**src/rtl/multicycle_control.sv**
```systemverilog
`default_nettype none
// ============================================================================
// multicycle_control : multi-cycle MIPS control FSM with Moore output decode
// Rev 1.0
// ============================================================================
module multicycle_control #(
  parameter bit ENABLE_ADDI  = 1'b1,
  parameter int MEM_WAIT_MAX = 0
) (
  input  logic       clk,
  input  logic       rst_n,
  input  logic [5:0] opcode,
  input  logic [5:0] funct,
  input  logic       zero,
  input  logic       mem_ready,
  output logic       pc_write,
  output logic       iord,
  output logic       mem_read,
  output logic       mem_write,
  output logic       ir_write,
  output logic       reg_dst,
  output logic       mem_to_reg,
  output logic       reg_write,
  output logic [1:0] alu_src_a,
  output logic [1:0] alu_src_b,
  output logic [1:0] pc_source,
  output logic [3:0] alu_control,
  output logic       illegal_op,
  output logic       mem_err,
  output logic [3:0] state
);

  localparam logic [3:0] c_ST_FETCH  = 4'd0;
  localparam logic [3:0] c_ST_DECODE = 4'd1;
  localparam logic [3:0] c_ST_MEMADR = 4'd2;
  localparam logic [3:0] c_ST_MEMRD  = 4'd3;
  localparam logic [3:0] c_ST_MEMWB  = 4'd4;
  localparam logic [3:0] c_ST_MEMWR  = 4'd5;
  localparam logic [3:0] c_ST_EXEC   = 4'd6;
  localparam logic [3:0] c_ST_ALUWB  = 4'd7;
  localparam logic [3:0] c_ST_BRANCH = 4'd8;
  localparam logic [3:0] c_ST_ADDIEX = 4'd9;
  localparam logic [3:0] c_ST_ADDIWB = 4'd10;
  localparam logic [3:0] c_ST_JUMP   = 4'd11;
  localparam logic [3:0] c_ST_RESET  = 4'd15;

  localparam logic [5:0] c_OP_RTYPE = 6'b000000;
  localparam logic [5:0] c_OP_LW    = 6'b100011;
  localparam logic [5:0] c_OP_SW    = 6'b101011;
  localparam logic [5:0] c_OP_BEQ   = 6'b000100;
  localparam logic [5:0] c_OP_J     = 6'b000010;
  localparam logic [5:0] c_OP_ADDI  = 6'b001000;

  localparam logic [3:0] c_ALU_AND = 4'b0000;
  localparam logic [3:0] c_ALU_OR  = 4'b0001;
  localparam logic [3:0] c_ALU_ADD = 4'b0010;
  localparam logic [3:0] c_ALU_SUB = 4'b0110;
  localparam logic [3:0] c_ALU_MIN = 4'b0111;
  localparam logic [3:0] c_ALU_NOR = 4'b1100;

  localparam int              c_CW       = (MEM_WAIT_MAX > 1) ? $clog2(MEM_WAIT_MAX + 1) : 1;
  localparam logic [c_CW-1:0] c_WAIT_MAX = c_CW'(MEM_WAIT_MAX);

  logic [3:0]      r_state;
  logic [3:0]      w_next_state;
  logic [c_CW-1:0] r_wait_cnt;
  logic            w_op_legal;
  logic            w_funct_legal;
  logic [3:0]      w_funct_alu;
  logic            w_in_mem;
  logic            w_timeout;

  assign state = r_state;

  always_comb begin
    w_op_legal = 1'b1;
    case (opcode)
      c_OP_RTYPE, c_OP_LW, c_OP_SW, c_OP_BEQ, c_OP_J: w_op_legal = 1'b1;
      c_OP_ADDI: w_op_legal = ENABLE_ADDI;
      default:   w_op_legal = 1'b0;
    endcase
  end

  always_comb begin
    w_funct_legal = 1'b1;
    w_funct_alu   = c_ALU_ADD;
    case (funct)
      6'b100000: w_funct_alu = c_ALU_ADD;
      6'b100010: w_funct_alu = c_ALU_SUB;
      6'b100100: w_funct_alu = c_ALU_AND;
      6'b100101: w_funct_alu = c_ALU_OR;
      6'b100111: w_funct_alu = c_ALU_NOR;
      6'b101010: w_funct_alu = c_ALU_MIN;
      default:   w_funct_legal = 1'b0;
    endcase
  end

  // The timeout fires on the cycle after MEM_WAIT_MAX waits, only if memory is still not ready.
  assign w_in_mem  = (r_state == c_ST_FETCH) || (r_state == c_ST_MEMRD) || (r_state == c_ST_MEMWR);
  assign w_timeout = (MEM_WAIT_MAX > 0) && w_in_mem && !mem_ready && (r_wait_cnt == c_WAIT_MAX);

  always_ff @(posedge clk or negedge rst_n) begin
    if (!rst_n) begin
      r_state <= c_ST_RESET;
    end else begin
      r_state <= w_next_state;
    end
  end

  always_ff @(posedge clk or negedge rst_n) begin
    if (!rst_n) begin
      r_wait_cnt <= '0;
    end else if ((w_next_state != r_state) || w_timeout) begin
      r_wait_cnt <= '0;
    end else if ((MEM_WAIT_MAX > 0) && w_in_mem && !mem_ready) begin
      r_wait_cnt <= r_wait_cnt + c_CW'(1);
    end
  end

  always_comb begin
    w_next_state = c_ST_FETCH;
    case (r_state)
      c_ST_RESET: w_next_state = c_ST_FETCH;
      c_ST_FETCH: begin
        if (mem_ready) begin
          w_next_state = c_ST_DECODE;
        end else begin
          w_next_state = c_ST_FETCH;
        end
      end
      c_ST_DECODE: begin
        case (opcode)
          c_OP_RTYPE:       w_next_state = c_ST_EXEC;
          c_OP_LW, c_OP_SW: w_next_state = c_ST_MEMADR;
          c_OP_BEQ:         w_next_state = c_ST_BRANCH;
          c_OP_J:           w_next_state = c_ST_JUMP;
          c_OP_ADDI:        w_next_state = ENABLE_ADDI ? c_ST_ADDIEX : c_ST_FETCH;
          default:          w_next_state = c_ST_FETCH;
        endcase
      end
      c_ST_MEMADR: begin
        if (opcode == c_OP_LW) begin
          w_next_state = c_ST_MEMRD;
        end else if (opcode == c_OP_SW) begin
          w_next_state = c_ST_MEMWR;
        end else begin
          w_next_state = c_ST_FETCH;
        end
      end
      c_ST_MEMRD: begin
        if (mem_ready) begin
          w_next_state = c_ST_MEMWB;
        end else if (w_timeout) begin
          w_next_state = c_ST_FETCH;
        end else begin
          w_next_state = c_ST_MEMRD;
        end
      end
      c_ST_MEMWR: begin
        if (mem_ready || w_timeout) begin
          w_next_state = c_ST_FETCH;
        end else begin
          w_next_state = c_ST_MEMWR;
        end
      end
      c_ST_EXEC:   w_next_state = w_funct_legal ? c_ST_ALUWB : c_ST_FETCH;
      c_ST_ADDIEX: w_next_state = c_ST_ADDIWB;
      default:     w_next_state = c_ST_FETCH;
    endcase
  end

  always_comb begin
    pc_write    = 1'b0;
    iord        = 1'b0;
    mem_read    = 1'b0;
    mem_write   = 1'b0;
    ir_write    = 1'b0;
    reg_dst     = 1'b0;
    mem_to_reg  = 1'b0;
    reg_write   = 1'b0;
    alu_src_a   = 2'b00;
    alu_src_b   = 2'b00;
    pc_source   = 2'b00;
    alu_control = c_ALU_ADD;
    illegal_op  = 1'b0;
    mem_err     = 1'b0;
    case (r_state)
      c_ST_RESET: alu_control = 4'b0000;
      c_ST_FETCH: begin
        mem_read  = 1'b1;
        alu_src_b = 2'b01;
        ir_write  = mem_ready;
        mem_err   = w_timeout;
      end
      c_ST_DECODE: begin
        pc_write   = 1'b1;
        alu_src_a  = 2'b10;
        alu_src_b  = 2'b11;
        illegal_op = !w_op_legal;
      end
      c_ST_MEMADR: begin
        alu_src_a = 2'b01;
        alu_src_b = 2'b10;
      end
      c_ST_MEMRD: begin
        iord     = 1'b1;
        mem_read = 1'b1;
        mem_err  = w_timeout;
      end
      c_ST_MEMWB: begin
        mem_to_reg = 1'b1;
        reg_write  = 1'b1;
      end
      c_ST_MEMWR: begin
        iord      = 1'b1;
        mem_write = 1'b1;
        mem_err   = w_timeout;
      end
      c_ST_EXEC: begin
        alu_src_a   = 2'b01;
        alu_control = w_funct_alu;
        illegal_op  = !w_funct_legal;
      end
      c_ST_ALUWB: begin
        reg_dst   = 1'b1;
        reg_write = 1'b1;
      end
      // ALUOut still holds the target computed in DECODE, so pc_source stays 00.
      c_ST_BRANCH: begin
        alu_src_a   = 2'b01;
        alu_control = c_ALU_SUB;
        pc_write    = zero;
      end
      c_ST_ADDIEX: begin
        alu_src_a = 2'b01;
        alu_src_b = 2'b10;
      end
      c_ST_ADDIWB: reg_write = 1'b1;
      c_ST_JUMP: begin
        pc_write  = 1'b1;
        pc_source = 2'b10;
      end
      default: ;
    endcase
  end

endmodule
`default_nettype wire

```
**config.mk**
```make
export PLATFORM = sky130hd
export DESIGN_NAME = multicycle_control
export DESIGN_NICKNAME = d
export VERILOG_FILES = /design/src/rtl/multicycle_control.sv
export SDC_FILE = /design/constraint.sdc
export NUM_CORES = 1
export LEC_CHECK = 0
export CORE_ASPECT_RATIO = 1.5
export CORE_MARGIN = 10
export CORE_UTILIZATION = 35
export CTS_CLUSTER_SIZE = 20
export DETAILED_ROUTE_END_ITERATION = 10
export GPL_TIMING_DRIVEN = 0
export PLACE_DENSITY = 0.74
export SETUP_SLACK_MARGIN = 0.05
export SLEW_MARGIN = 40
export SYNTH_ARGS = -nofsm -noshare
export SYNTH_HDL_FRONTEND = slang
export SYNTH_SLANG_ARGS = --single-unit
```
**constraint.sdc**
```tcl
create_clock -name clk -period 2.5 [get_ports clk]
set_input_delay 0.25 -clock clk [delete_from_list [all_inputs] [get_ports clk]]
set_output_delay 0.25 -clock clk [all_outputs]
set_load 0.02 [all_outputs]
```
### Word-level counts from Yosys, hierarchy flattened

Index checks and enable logic that the tools add are counted.

* equality and inequality tests: 23
* mux-type cells: 24
* reduce and logical (&&, ||, !) cells: 13

Operators by type and width (count)
* $eq A6 B6 Y1 const B: 8
* $pmux W4 S5: 2
* $pmux W4 S7: 1
* $eq A4 B4 Y1 const B: 5
* $eq A4 B3 Y1 const B: 4
* $mux W3: 5
* $pmux W4 S3: 1
* $reduce_or A6 Y1: 2
* $mux W1: 10
* $reduce_or A2 Y1: 5
* $eq A4 B2 Y1 const B: 2
* $eq A6 B2 Y1 const B: 1
* $eq A6 B3 Y1 const B: 1
* $eq A6 B4 Y1 const B: 1
* $logic_not A6 Y1: 1
* $pmux W2 S3: 1
* $eq A4 B1 Y1 const B: 1
* $logic_not A4 Y1: 1
* $pmux W1 S2: 2
* $pmux W2 S2: 1
* $reduce_or A4 Y1: 1
* $reduce_or A3 Y1: 1
* $logic_not A1 Y1: 2
* $mux W2: 1

* register bits: 4
* input bits: 16
* logic and storage cells: 61

### Longest topological paths before layout

Gate-level depths: netlist of run 1.

* depth after elaboration: 5
* depth in mapped cells: 6
* depth with buffers taken out: 4

### Worst setup path after synthesis of run 1

No wires, ideal clock.

* kind: flip-flop to output port
* from: register r_state[1] (netlist: state[1])
* to: output pc_write
* arrival time: 1707 ps
* slack: 543 ps
* cell stages (with the launch flop): 5
* cell sequence: dfstp_2 > buf_2 > clkbuf_1 > nor2_1 > a211oi_1

* cells in the longest elaborated chain, start to end: 3
* elaborated cells on any way between the ends: 5
* classes of those cells: 3 x eq/ne; 1 x mux; 1 x reduce/logical

Ends and longest elaborated chain
* start: declaration: line 64 `logic [3:0] r_state;`
* start signal: assignment: line 104 `r_state <= c_ST_RESET;`
* start signal: assignment: line 106 `r_state <= w_next_state;`
* $eq A4 B1 Y1 / $eq A4 B4 Y1 (equally long branches): line 187 `case (r_state)`
* $reduce_or A2 Y1 (no line)
* $pmux W1 S2 (*): line 187
* end: declaration: line 16 `output logic pc_write,`

Every way passes the cells marked *; elsewhere a longest branch is shown, timed or not.

### Worst setup path in the final report of run 1

* from: register r_state[2] (netlist: state[2])
* to: output reg_write

* cells in the longest elaborated chain, start to end: 3
* elaborated cells on any way between the ends: 5
* classes of those cells: 3 x eq/ne; 1 x mux; 1 x reduce/logical

Ends and longest elaborated chain
* $eq A4 B4 Y1 / $eq A4 B3 Y1 (equally long branches): line 187
* $reduce_or A3 Y1 (no line) (*)
* $mux W1 (*): line 187
* end: declaration: line 23 `output logic reg_write,`

Marks and branches as above.

==> results of run 1 <==
[stage by stage]
step	util (%)	total power [W]	cell area, um2
detailed placement	58.8	0.000281	1100
global placement	58.8	0.000278	1100
finish	61.6	0.000364	1160
global route	61.6	0.000388	1160
CTS	60.4	0.000367	1130
floorplan	-	0.000187	708
[critical path: cells and delay by family (launching register included)]
kind / cells / cell delay [ps]
buf+inv: 2 / 810
flops: 1 / 520
simple gates: 2 / 420
compound gates: 1 / 120
[per-layer routing]
metal / track usage, % / vias up / wire (um)
li1: - / 430 / -
met1: 10.6 / 377 / 874
met2: 19.1 / 25 / 1200
met3: 2.69 / 6 / 129
met4: 7.51 / 0 / 68
met5: 0 / - / 0
[cells in the final DEF (no fill, tap or decap), types with 4 or more instances in the layout]
| cell type | count |
|---|---|
| nand3b_1 | 4 |
| nor3_1 | 4 |
| a21oi_1 | 4 |
| dfstp_2 | 4 |
| dlymetal6s2s_1 | 5 |
| nand3_1 | 5 |
| nand2b_1 | 6 |
| clkdlybuf4s50_1 | 32 |
| nor2_1 | 13 |
| a211oi_1 | 4 |
| nand2_1 | 6 |
[logic make-up (layout without fill, tap and decap cells)]
| logic type | count (synthesis) | count (layout) | share of synthesized area (%) |
|---|---|---|---|
| AOI/OAI and AO/OA | 22 | 22 | 21.8 |
| DFF | 4 | 4 | 14.9 |
| xor gates and xnor gates | 2 | 2 | 2.49 |
| other | 1 | 2 | 0.532 |
| buffers and inverters | 10 | 50 | 9.06 |
| and+or+nand+nor | 56 | 56 | 49.7 |
| muxes | 1 | 1 | 1.42 |
[layout make-up]
type                    count  area (um2)  share of cell area, %
clock buffers               3        22.5                   1.95
inverters                   2        7.51                  0.649
multi-input cells          83         556                   48.0
flip-flops and latches      4         105                   9.08
plain buffers               8        57.6                   4.97
well taps                  21        26.3                   2.27
repair buffers             37         383                   33.1
[final timing paths]
kind | start | to | slack (ps) | cells after the start
worst max-delay path | state[2]$_DFF_PN1_ | reg_write | 140 | 5
worst min-delay path | rst_n | state[1]$_DFF_PN1_ | 420 | 1
worst max register to register | state[2]$_DFF_PN1_ | state[2]$_DFF_PN1_ | 870 | 5
worst min register to register | state[3]$_DFF_PN1_ | state[3]$_DFF_PN1_ | 640 | 3
max in group asynchronous | rst_n | state[2]$_DFF_PN1_ | 2050 | 1
min in group clk | state[3]$_DFF_PN1_ | state[3]$_DFF_PN1_ | 640 | 3
[report_power, final]
group | total, W | switching (W) | internal, W
combinational | 0.000204 | 0.000106 | 0.0000972
clock | 0.0000853 | 0.0000313 | 0.0000540
sequential | 0.0000755 | 0.00000361 | 0.0000718
[Yosys cell counts (2+ instances only)]
library cell,n
a211oi_1,4
a21oi_1,4
and3b_1,2
buf_2,3
buf_4,2
buf_6,2
dfstp_2,4
inv_1,2
nand2_1,6
nand2b_1,8
nand3_1,5
nand3b_1,4
nor2_1,13
nor3_1,5
o21ai_0,2
o21ai_1,3
o31ai_1,3
or2_1,3
[repair_timing]
item | in CTS | in global routing
resized for setup | 2 | 8
pin swaps | 0 | 1
hold endpoints to repair | 0 | 0
setup endpoints to repair | 4 | 7
==> metrics.txt, run 1 <==
Syn-to-layout area delta=64.3%; TritonCTS clock tree=yes; PortBufs=37; vias in the first global route=887; Final Critical Period=2360 ps; routability cong.=0.827; later-pin clock latency in the skew report=250 ps; Syn Inst Count=96; Worst EP required=2250 ps; Yosys reg bits=4; setup TNS=0 ps; Place WS=72.3 ps; Clk pin slew, worst setup/hold paths=40 ps; Post-synth EDFFs=0; nets=155; hold_ws=421 ps; Die H=74.9 um; YS warnings=0; CP max stage delay=600 ps; die width=56.6 um; final hold violation count=0; status=completed; critical path's slowest cell=clkdlybuf4s50_1; Max Cap Viol=0; critical path, cell by cell=buf_2 > nand2b_2 > nor3_1 > a21o_1 > clkdlybuf4s50_1; fillers=201; largest net degree at the start of global routing=11; max reg flops=4; CTS sink cnt=4; gr ovfl total=0; WL/cell=14.4 um; power density cells=315 nW/um2; post-synth top area share=14.9%; post-route setup slack=141 ps; H-tree levels=1; routed via count=838; CP Launch Type=register; Worst Hold Class=primary input to async pin; main area contributors after synthesis=dfstp_2, nand2b_1, nor2_1; sequential area share after synthesis=14.9%; final std cells w/o fill=158; Final Max Slew Viols=0; Synth area leader=dfstp_2; antenna viol nets, final=0; syn_area_per_cell=7.34 um2; Placed Cells=155; hpwl dp=1870 um; initial antenna violation count=0; share of post-route cells with drive strength above 1=17.5%; Post-Syn Area=704 um2; vias per cell=5.30; root buf cell=clkbuf_4; Initial DRC Count=14; Main synth FF type=dfstp_2; crit-path max FO=10; worst path arrival time=2110 ps; ant diodes=0; Async SR Flop Fraction=100%; Core Area=1880 um2; Post-CTS Setup Bufs=0; CTS buffer count=3; CTS Hold Bufs=0; clock buffer depth=2; Fin Clk Skew=6.61 ps; P_leak=0.504 nW; row count=19; worst ir drop on vdd=0.197 mV; die area=4240 um2; RSZ-0062 raised after global routing=no; fmax=0.424 GHz; first-pass GRT wire length=3770 um; Final Cycle Share=94.4%; Ports=40; crit end category=primary output; DRC viols=0; # setup viols final=0; gr usage total=10.7%; CP Class=register to primary output; synth unique cells=39; initial core utilization=37.5%; Detailed Routing Iterations Pass 1=4; WL final=2280 um
Power figures use the tool's default switching activity.
==> run 2: changes to the inputs <==
==> constraint.sdc (replaced) <==
create_clock -name clk -period 2.29 [get_ports clk]
set_input_delay 0.229 -clock clk [delete_from_list [all_inputs] [get_ports clk]]
set_output_delay 0.229 -clock clk [all_outputs]
set_load 0.02 [all_outputs]
==> run 2 against run 1 <==
Sequential share of layout area increased by 0.089 points. Via count fell by 0.12%. Combinational power increased by 5%. Critical path depth increased by 1. Critical endpoint is now illegal_op. Non-clock buffer count unchanged. Die area stayed put. Largest power group unchanged. Global-route usage is the same. Clock power up 9.4%. First-iteration DRC count decreased by 29%. Critical path type is now primary input to primary output. Utilization decreased by 0.60 points.
==> metrics.txt, run 2 (synthesis results as in run 1) <==
clock buffer depth=2 (unchanged); critical path, cell by cell=clkdlybuf4s50_1 > or4_1 > a21oi_1 > nand3b_1 > o31ai_1 > dlygate4sd2_1 (was buf_2 > nand2b_2 > nor3_1 > a21o_1 > clkdlybuf4s50_1); Fin Clk Skew=6.61 ps (about the same); R2R setup slack=650 ps (was 870 ps); WL final=2270 um (was 2280 um); Initial DRC Count=10 (was 14); largest net degree at the start of global routing=11 (unchanged); row count=19 (unchanged); Largest delay share family, worst path=buffers and inverters (unchanged); P_leak=0.501 nW (was 0.504 nW); vias in the first global route=882 (was 887); Clk pin slew, worst setup/hold paths=40 ps (about the same); root buf cell=clkbuf_4 (unchanged); Detailed Routing Iterations Pass 1=4 (unchanged); share of total power in the clock network=23.9% (was 23.4%); # setup viols final=0 (unchanged); worst ir drop on vdd=0.224 mV (was 0.197 mV); RR Startpoint=state[2]$_DFF_PN1_ (unchanged); max reg flops=4 (unchanged); Worst Hold Class=primary input to async pin (unchanged); CP max stage delay=540 ps (was 600 ps); Switching Share=39.8% (was 38.8%); die width=56.6 um (unchanged); Max Cap Viol=0 (unchanged); CTS sink cnt=4 (unchanged); nets=155 (unchanged); H-tree levels=1 (unchanged); gr usage total=10.7% (unchanged); vias per cell=5.30 (about the same); CTS buffer count=3 (unchanged); die area=4240 um2 (unchanged); Die H=74.9 um (unchanged); status=completed (unchanged); later-pin clock latency in the skew report=250 ps (about the same); DRC viols=0 (unchanged); TritonCTS clock tree=yes (unchanged); CP Launch Type=primary input (was register); Syn-to-layout area delta=62.7% (was 64.3%); Final Cycle Share=94.4%; critical path's slowest cell=or4_1 (was clkdlybuf4s50_1); first-pass GRT wire length=3770 um (unchanged); fillers=194 (was 201); hpwl dp=1870 um (unchanged); CP Class=primary input to primary output (was register to primary output); share of post-route cells with drive strength above 1=18.2% (was 17.5%); power density cells=340 nW/um2 (was 315 nW/um2); Final Critical Period=2160 ps; worst path arrival time=1930 ps (was 2110 ps); Psw=0.000155 W (was 0.000141 W); r2r endpoint=state[2]$_DFF_PN1_ (unchanged); Reg2Reg Depth=5 (unchanged); Worst EP required=2060 ps (was 2250 ps); Critical Path Stages=6 (was 5); Ports=40 (unchanged); PortBufs=37 (unchanged); CP Buf/Inv Count=2 (unchanged); ant diodes=0 (unchanged); RSZ-0062 raised after global routing=no (unchanged); gr ovfl total=0 (unchanged); Tot Pwr=0.000390 W (was 0.000364 W); antenna viol nets, final=0 (unchanged); initial antenna violation count=0 (unchanged); routability cong.=0.827 (unchanged); routed via count=837 (was 838); initial core utilization=37.5% (unchanged); crit end category=primary output (unchanged); Core Area=1880 um2 (unchanged); fmax=0.463 GHz; Final Max Slew Viols=0 (unchanged); leading cell types in the layout, fill and taps excluded=clkdlybuf4s50_1, nor2_1, dlygate4sd2_1 (was clkdlybuf4s50_1, nor2_1, nand2b_1, nand2_1); final hold violation count=0 (unchanged); cell-internal power=0.000235 W (was 0.000223 W); Comb pwr share=54.8% (was 55.9%); Final Util=61.0% (was 61.6%); WL/cell=14.3 um (was 14.4 um); Reg power frac=21.3% (was 20.7%); commonest non-fill, non-tap cell in the layout=clkdlybuf4s50_1 (unchanged); crit-path max FO=5 (was 10)
## run 2: cell count changes in the layout (fill, tap and decap cells not counted), sizes merged
cell           before  now
dlymetal6s2s        5    3
buf                 7    6
dlygate4sd2         0   11
clkbuf              4    5
clkdlybuf4s50      32   23
## run 2: layer usage
| metal | wire [um] | track usage [%] |
|---|---|---|
| met5 | 0 | 0 |
| met4 | 68 | 7.51 |
| met3 | 129 | 2.69 |
| met2 | 1210 | 19.2 |
| met1 | 859 | 10.5 |
## run 2: layout make-up
type	count	area [um2]	area share, %
multi-input cells	83	561	48.9
well taps	21	26.3	2.29
repair buffers	37	364	31.8
clock buffers	3	22.5	1.97
plain buffers	8	60.1	5.24
inverters	2	7.51	0.655
flip-flops and latches	4	105	9.17
## run 2: power by group through the flow
| stage | clock network (W) | registers, W | logic (W) |
|---|---|---|---|
| CTS | 0.0000931 | 0.0000829 | 0.000215 |
| global route | 0.0000992 | 0.0000842 | 0.000233 |
| detailed placement | 0 | 0.0000832 | 0.000223 |
| global placement | 0 | 0.0000829 | 0.000221 |
| finish | 0.0000933 | 0.0000830 | 0.000214 |
| floorplan | 0 | 0.0000878 | 0.000116 |
## run 2: timing repair
| action | CTS | global route |
|---|---|---|
| resized for setup | 16 | 5 |
| endpoints found under the setup margin | 13 | 4 |
| pin swaps | 0 | 0 |
| hold buffers | 0 | 0 |
| endpoints found under the hold margin | 0 | 0 |
| buffers inserted | 0 | 0 |
## run 2: worst max path at each step
stage | start | endpoint | slack, ps
6_report | opcode[1] | illegal_op | 130
5_1_grt | state[2]$_DFF_PN1_ | mem_write | 50
4_1_cts | state[1]$_DFF_PN1_ | alu_src_a[0] | 60
3_5_place_dp | opcode[1] | illegal_op | -100
3_3_place_gp | opcode[1] | illegal_op | -80
2_1_floorplan | state[1]$_DFF_PN1_ | pc_write | 350
## run 2: worst register-to-register path, stage by stage (launching register included)
cell	delay, ps
dfstp_2	520
buf_2	210
or3b_2	450
a21oi_1	200
a21oi_1	70
o311ai_2	80
## run 2: stage by stage
stage                     hold slack (ps)  worst slack, ps  setup TNS [ps]  instance area [um2]  instances
after floorplan                      81.2              354               0                  708         97
after CTS                             416             58.1               0                 1130        158
after global routing                  412             51.6               0                 1150        158
after detailed placement              639            -95.7           -95.7                 1100        155
final                                 402              129               0                 1150        158
after global placement                630            -77.9           -77.9                 1100        155
==> run 3: changes to the inputs <==
--- a/config.mk
+++ b/config.mk
@@ -5,12 +5,14 @@
 export SDC_FILE = /design/constraint.sdc
 export NUM_CORES = 1
 export LEC_CHECK = 0
+export CAP_MARGIN = 20
 export CORE_ASPECT_RATIO = 1.5
 export CORE_MARGIN = 10
 export CORE_UTILIZATION = 35
 export CTS_CLUSTER_SIZE = 20
 export DETAILED_ROUTE_END_ITERATION = 10
 export GPL_TIMING_DRIVEN = 0
+export MAX_ROUTING_LAYER = met4
 export PLACE_DENSITY = 0.74
 export SETUP_SLACK_MARGIN = 0.05
 export SLEW_MARGIN = 40
==> run 3 against run 2 <==
First-iteration DRC count did not move. Routed wire length barely moved. Sequential share of layout area did not move. Clock-buffer cell count did not move. Hold slack barely moved. Register-to-register slack barely moved. Global-route usage rose by 0.32 points. Largest power group unchanged.
==> metrics.txt, run 3 (synthesis results as in run 1) <==
Max Cap Viol=0 (unchanged); post-route setup slack=129 ps (about the same); # setup viols final=0 (unchanged); initial core utilization=37.5% (unchanged); status=completed (unchanged); P_leak=0.501 nW (unchanged); leading cell types in the layout, fill and taps excluded=clkdlybuf4s50_1, nor2_1, dlygate4sd2_1 (unchanged); vias per cell=5.31 (was 5.30); power density cells=340 nW/um2 (about the same); routed via count=839 (was 837); worst path arrival time=1930 ps (about the same); share of post-route cells with drive strength above 1=18.2% (unchanged); RSZ-0062 raised after global routing=no (unchanged); Final Cycle Share=94.4% (about the same); CTS buffer count=3 (unchanged); hold_ws=402 ps (about the same); Worst Hold Class=primary input to async pin (unchanged); Die H=74.9 um (unchanged); hpwl dp=1870 um (unchanged); crit-path max FO=5 (unchanged); Ports=40 (unchanged); met3 global-route usage=2.02% (was 2.69%); die area=4240 um2 (unchanged); TritonCTS clock tree=yes (unchanged); WL/cell=14.3 um (about the same); CP Launch Type=primary input (unchanged); row count=19 (unchanged); initial antenna violation count=0 (unchanged); r2r endpoint=state[2]$_DFF_PN1_ (unchanged); Initial DRC Count=10 (unchanged); routability cong.=0.840 (was 0.827); root buf cell=clkbuf_4 (unchanged); crit end category=primary output (unchanged); CTS sink cnt=4 (unchanged); DRC viols=0 (unchanged); busiest layer in global routing=met2 (unchanged); CP Class=primary input to primary output (unchanged); Worst EP required=2060 ps (about the same); Final Critical Period=2160 ps (about the same); max reg flops=4 (unchanged); gr ovfl total=0 (unchanged); GRT met1 Usage=10.9% (was 10.5%); Final Max Slew Viols=0 (unchanged); later-pin clock latency in the skew report=250 ps (about the same); final hold violation count=0 (unchanged); largest net degree at the start of global routing=11 (unchanged); Syn-to-layout area delta=62.7% (unchanged); ant diodes=0 (unchanged); Reg2Reg Depth=5 (unchanged); Final Util=61.0% (unchanged); first-pass GRT wire length=3770 um (unchanged); grt met2 use=19.2% (unchanged); commonest non-fill, non-tap cell in the layout=clkdlybuf4s50_1 (unchanged); WL final=2270 um (about the same); Fin Clk Skew=6.60 ps (was 6.61 ps); nets=155 (unchanged); Detailed Routing Iterations Pass 1=4 (unchanged); CTS Hold Bufs=0 (unchanged); clock buffer depth=2 (unchanged); RR Startpoint=state[2]$_DFF_PN1_ (unchanged); worst ir drop on vdd=0.224 mV (about the same); Core Area=1880 um2 (unchanged); fmax=0.463 GHz (about the same); die width=56.6 um (unchanged); Clk pin slew, worst setup/hold paths=40 ps (about the same); antenna viol nets, final=0 (unchanged); vias in the first global route=882 (unchanged); H-tree levels=1 (unchanged); Place WS=-95.7 ps (unchanged); R2R setup slack=650 ps (about the same); gr usage total=11.0% (was 10.7%); PortBufs=37 (unchanged)
==> run 3: through the flow <==
stage	power [W]	area [um2]	setup TNS [ps]	std cells
3_5_place_dp	0.000306	1100	-95.7	155
5_1_grt	0.000416	1150	0	158
4_1_cts	0.000391	1130	0	158
3_3_place_gp	0.000304	1100	-77.9	155
2_1_floorplan	0.000204	708	0	97
6_report	0.000390	1150	0	158
==> run 3: layout make-up <==
| class | count | area, um2 |
|---|---|---|
| Fill cell | 194 | 732 |
| Multi-Input combinational cell | 83 | 561 |
| Timing Repair Buffer | 37 | 364 |
| Sequential cell | 4 | 105 |
| Buffer | 8 | 60.1 |
| Tap cell | 21 | 26.3 |
| Clock buffer | 3 | 22.5 |
| Inverter | 2 | 7.51 |
==> run 3: metal layers <==
| metal | vias up | share of wire (%) |
|---|---|---|
| met4 | 0 | 2.9 |
| li1 | 431 | - |
| met2 | 25 | 53 |
| met1 | 375 | 39 |
| met5 | - | 0 |
| met3 | 8 | 4.5 |
==> run 3: worst max-delay path by stage <==
| stage | from | to | cells after the start |
|---|---|---|---|
| 5_1_grt | state[2]$_DFF_PN1_ | mem_write | 4 |
| 3_3_place_gp | opcode[1] | illegal_op | 6 |
| 4_1_cts | state[1]$_DFF_PN1_ | alu_src_a[0] | 5 |
| 3_5_place_dp | opcode[1] | illegal_op | 6 |
| 2_1_floorplan | state[1]$_DFF_PN1_ | pc_write | 4 |
| 6_report | opcode[1] | illegal_op | 6 |
==> run 3: power by group <==
group / internal, W / leakage (nW) / switching [W]
logic: 0.0000974 / 0.446 / 0.000116
clock network: 0.0000590 / 0.0138 / 0.0000343
registers: 0.0000785 / 0.0414 / 0.00000455
==> run 3: repair_timing <==
action	4_1_cts	5_1_grt
setup endpoints to repair	13	4
resized for setup	16	5
hold endpoints to repair	0	0
setup buffers	0	0
==> run 3: worst max-delay path: stages <==
cell and delay, ps:
clkdlybuf4s50_1 500, or4_1 540, a21oi_1 150, nand3b_1 120
o31ai_1 60, dlygate4sd2_1 340
